**src/rtl/sw_input_conditioner.sv**
```systemverilog
// Switch input conditioner: per-bit synchronizer followed by an independent debounce counter.
// Emits a stable level, one-cycle rise/fall pulses, and sticky write-1-to-clear event flags.
module sw_input_conditioner #(
  parameter int unsigned NUM_SW      = 32,
  parameter int unsigned SYNC_STAGES = 2,
  parameter int unsigned CNT_MAX     = 50000,
  parameter int unsigned CNT_W       = 16
) (
  input  logic              i_clk,
  input  logic              i_rst,
  input  logic [NUM_SW-1:0] i_sw_raw,
  input  logic [NUM_SW-1:0] i_evt_clr,
  output logic [NUM_SW-1:0] o_io_sw,
  output logic [NUM_SW-1:0] o_rise,
  output logic [NUM_SW-1:0] o_fall,
  output logic [NUM_SW-1:0] o_evt,
  output logic              o_any_evt
);

  localparam logic [CNT_W-1:0] CNT_LAST = CNT_W'(CNT_MAX - 1);

  logic [NUM_SW-1:0] sync_r [SYNC_STAGES];
  logic [NUM_SW-1:0] sync_q;
  logic [CNT_W-1:0]  cnt_r   [NUM_SW];
  logic [CNT_W-1:0]  cnt_nxt [NUM_SW];
  logic [NUM_SW-1:0] commit;
  logic [NUM_SW-1:0] io_nxt;
  logic [NUM_SW-1:0] rise_nxt;
  logic [NUM_SW-1:0] fall_nxt;
  logic [NUM_SW-1:0] evt_nxt;

  assign sync_q = sync_r[SYNC_STAGES-1];

  // A bit commits on the cycle its mismatch run reaches CNT_MAX; any match restarts the run.
  always_comb begin
    commit = '0;
    for (int unsigned i = 0; i < NUM_SW; i++) begin
      cnt_nxt[i] = '0;
      if (sync_q[i] != o_io_sw[i]) begin
        if (cnt_r[i] == CNT_LAST) begin
          commit[i] = 1'b1;
        end else begin
          cnt_nxt[i] = cnt_r[i] + 1'b1;
        end
      end
    end
    io_nxt   = o_io_sw ^ commit;
    rise_nxt = commit & sync_q;
    fall_nxt = commit & ~sync_q;
    // A fresh edge wins over a simultaneous clear so no event is dropped.
    evt_nxt  = rise_nxt | fall_nxt | (o_evt & ~i_evt_clr);
  end

  always_ff @(posedge i_clk) begin
    if (i_rst) begin
      for (int unsigned s = 0; s < SYNC_STAGES; s++) begin
        sync_r[s] <= '0;
      end
      for (int unsigned i = 0; i < NUM_SW; i++) begin
        cnt_r[i] <= '0;
      end
      o_io_sw   <= '0;
      o_rise    <= '0;
      o_fall    <= '0;
      o_evt     <= '0;
      o_any_evt <= 1'b0;
    end else begin
      sync_r[0] <= i_sw_raw;
      for (int unsigned s = 1; s < SYNC_STAGES; s++) begin
        sync_r[s] <= sync_r[s-1];
      end
      for (int unsigned i = 0; i < NUM_SW; i++) begin
        cnt_r[i] <= cnt_nxt[i];
      end
      o_io_sw   <= io_nxt;
      o_rise    <= rise_nxt;
      o_fall    <= fall_nxt;
      o_evt     <= evt_nxt;
      o_any_evt <= |evt_nxt;
    end
  end

endmodule

```
**config.mk**
```make
export PLATFORM = sky130hd
export DESIGN_NAME = sw_input_conditioner
export DESIGN_NICKNAME = d
export VERILOG_FILES = /design/src/rtl/sw_input_conditioner.sv
export SDC_FILE = /design/constraint.sdc
export NUM_CORES = 1
export LEC_CHECK = 0
export CAP_MARGIN = 10
export CORE_ASPECT_RATIO = 1.25
export CORE_MARGIN = 1.5
export CORE_UTILIZATION = 53
export DETAILED_ROUTE_END_ITERATION = 8
export GPL_TIMING_DRIVEN = 0
export HOLD_SLACK_MARGIN = 0.15
export PLACE_DENSITY = 0.76
export SYNTH_ARGS = -nofsm -noshare
export SYNTH_HDL_FRONTEND = slang
export SYNTH_SLANG_ARGS = --single-unit
```
**constraint.sdc**
```tcl
create_clock -name i_clk -period 2.02 [get_ports i_clk]
set_clock_uncertainty 0.1 [all_clocks]
set_input_delay 0.404 -clock i_clk [delete_from_list [all_inputs] [get_ports i_clk]]
set_output_delay 0.404 -clock i_clk [all_outputs]
set_load 0.05 [all_outputs]
```
==> flow_metrics.py <==
metrics = {
    "outcome": {
        "status": "complete, but fails checks",
        "failed_checks": "negative setup slack",
    },
    "cells_and_area": {
        "fin_area_um2": 34200,
        "syn_to_final_growth_pct": 22.1,
        "layout_common_cells": "dfxtp_1 (672), nor2_1 (625), xor2_1 (230)",
        "final_cells": 4047,
        "drive_gt1_frac": 0.126,
        "final_common_cell": "dfxtp_1",
        "fin_nets": 3419,
        "fillCellCount": 4079,
    },
    "yosys": {
        "synth_compound_area_frac": 0.0213,
        "yosysTopAreaCell": "dfxtp_1",
        "synth_fa_ha_area_frac": 0.0143,
        "yosysUniqueCellTypes": 43,
        "synth-seq-cells": 705,
        "synth-simple-area-share": 0.291,
        "synthTopCellsByArea": "dfxtp_1 (50%), nor2_1 (8.5%), xor2_1 (7.2%), xnor2_1 (6.8%), nand3_1 (3.2%)",
        "syn_inst": 3039,
        "syn_nets": 3137,
        "synth_top_family_by_area": "simple AND/OR/NAND/NOR gates",
        "synth_xor_area_frac": 0.140,
        "muxShareOfSynthArea": 0.00785,
        "synth_warnings": 0,
        "synth_top_area_frac": 0.503,
        "mappedNetlistArea_um2": 28000,
        "avgSynthCellArea_um2": 9.23,
        "seq_area_frac_synth": 0.503,
    },
    "timing": {
        "whs_ns": 0.234,
        "report.final.slew_viol_count": 0,
        "grt_setup_unrepaired": "yes",
        "setup_tns_ns": -0.452,
        "slew-limit-headroom": 0.379,
        "max_freq_mhz": 425,
        "hold_viol_final": 0,
        "worst_slack_ns": -0.335,
        "finalCritPeriodShare": 1.17,
        "finalCriticalPeriod_ns": 2.36,
        "setup_violations": 9,
        "worst_pin_slew_ns": 0.932,
    },
    "setup_path": {
        "cp_slowest_stage_delay_ns": 0.50,
        "crit_required_ns": 2.40,
        "critPathTopFamily": "simple AND/OR/NAND/NOR gates",
        "crit_arrival_ns": 2.73,
        "crit_type": "reg2reg",
        "cpMaxStageDelayCell": "nor4_4",
        "crit_buf_inv": 0,
        "end_kind": "flop",
        "cp_cell_sequence": "ha_2 > and3_4 > nand4_1 > o22ai_4 > or4_4 > nor4_4 > a21oi_1",
        "worstPathMaxFanout": 4,
        "crit_path_start_kind": "flop",
    },
    "die": {
        "die_y_um": 260,
        "die_x_um": 209,
        "core_um2": 52500,
        "io_pins": 195,
        "rows": 94,
        "initial_utilization": 0.535,
        "die_area_um2": 54300,
    },
    "clocking": {
        "root_buffer": "clkbuf_16",
        "cts_tree": "yes",
        "clk-insertion-delay-late_ns": 0.62,
        "htreeDepth": 3,
        "path_clk_slew_ns": 0.06,
        "clkSinkCount": 705,
        "cts_buffer_depth": 3,
        "numCtsBuffers": 69,
        "cts_hold_buf": 0,
    },
    "job": {
        "maxCapViolCount": 0,
    },
    "routing": {
        "dr.pass1.iters": 5,
        "final_antenna_net_count": 0,
        "routed_wl_um": 66300,
        "avgViaCountPerCell": 5.44,
        "drt-initial-drc-count": 1285,
        "drc": 0,
        "dr_total_vias": 22000,
        "wire_per_inst_um": 16.4,
    },
    "power_and_ir_drop": {
        "power_density_nw_per_um2": 797,
        "p_total_mw": 27.3,
        "p_leak_nw": 12.0,
        "vdd_drop_max_v": 0.000616,
    },
    "global_route": {
        "grtUsageTotal": 0.239,
        "grt-ovfl-total": 0,
        "grt_max_degree": 17,
        "antenna_found_initial": 5,
        "grt_pass1_wl_um": 106000,
        "grt_pass1_vias": 21900,
    },
    "placed_design": {
        "hpwl_um": 46400,
        "place_area_um2": 30800,
        "place_inst": 3905,
        "gp_congestion": 0.877,
        "portBuffers": 194,
    },
    "worst_hold_path": {
        "worstHoldPathType": "in2reg",
    },
}
[synth_stat cells (all sizes together)]
cell type and number:
dfxtp 705, nor2 632, xor2 230, xnor2 218, nand3 179, nand2 171
and3 110, nor2b 96, nand4 77, inv 69, clkbuf 62, nor4b 59
a21oi 54, or3 47, nor4bb 35, ha 32, o21ai 31, buf 25
and3b 24, nor4 24, mux2i 22, nor3 22, and4 17, or4 15
a2bb2oi 12, nand4b 11, or3b 11, or2 10, or4bb 9, o22ai 8
nand2b 7, and4b 5, and2 3, nor3b 3, or4b 2, nand4bb 1
o41a 1
[report_power, final]
| group | switching, mW | total, mW | internal (mW) | leakage (nW) |
|---|---|---|---|---|
| sequential | 0.0594 | 14.0 | 14.0 | 5.71 |
| clock | 5.44 | 12.7 | 7.25 | 1.12 |
| combinational | 0.329 | 0.583 | 0.254 | 5.18 |
| total | 5.83 | 27.3 | 21.5 | 12.0 |
[worst paths after layout]
path                 startpoint       endpoint  slack (ns)  cells after the start
setup / recovery   cnt_r[1][80]      o_any_evt       -0.34                      7
hold reg to reg   sync_r[0][14]  sync_r[0][46]        0.34                      1
setup reg to reg   cnt_r[1][80]      o_any_evt       -0.34                      7
hold / removal      i_sw_raw[6]   sync_r[0][6]        0.23                      2
[timing repair]
action,4_1_cts,5_1_grt
setup endpoints to repair,755,328
pin swaps,26,32
resized for setup,383,146
gates cloned,2,1
setup buffers,31,18
[routing by layer]
layer	up-vias	GRT usage	share of wire
li1	10800	-	-
met2	533	0.420	0.49
met5	-	0	0.00048
met4	6	0.116	0.037
met1	10600	0.278	0.41
met3	137	0.0483	0.058
[flip-flops by register name, summed over array words and instances (netlist names), named ones only]
name       cells
cnt_r        512
o_any_evt      1
o_evt         32
o_fall        32
o_rise        32
sync_r        64
[cells by family after synthesis]
group / count (synthesis)
AOI/OAI and AO/OA: 106
adders and majority gates: 32
xor gates and xnor gates: 448
buffers and inverters: 156
muxes: 22
and+or+nand+nor: 1570
DFF: 705
[area by class of cell]
cell class | instances | area [µm²] | area share
Antenna cell | 2 | 5.00 | 0.000146
Buffer | 53 | 404 | 0.0118
Clock buffer | 95 | 2010 | 0.0586
Clock inverter | 28 | 230 | 0.00672
Inverter | 69 | 259 | 0.00756
Multi-Input combinational cell | 2178 | 14100 | 0.411
Sequential cell | 705 | 14200 | 0.414
Tap cell | 672 | 841 | 0.0246
Timing Repair Buffer | 245 | 2270 | 0.0662
[stage by stage]
step	utilization	setup WS, ns
global route	0.653	-0.356
floorplan	-	0.00545
detailed placement	0.588	-2.79
global placement	0.588	-2.71
finish	0.653	-0.335
CTS	0.643	-0.288
Power figures use the tool's default switching activity.
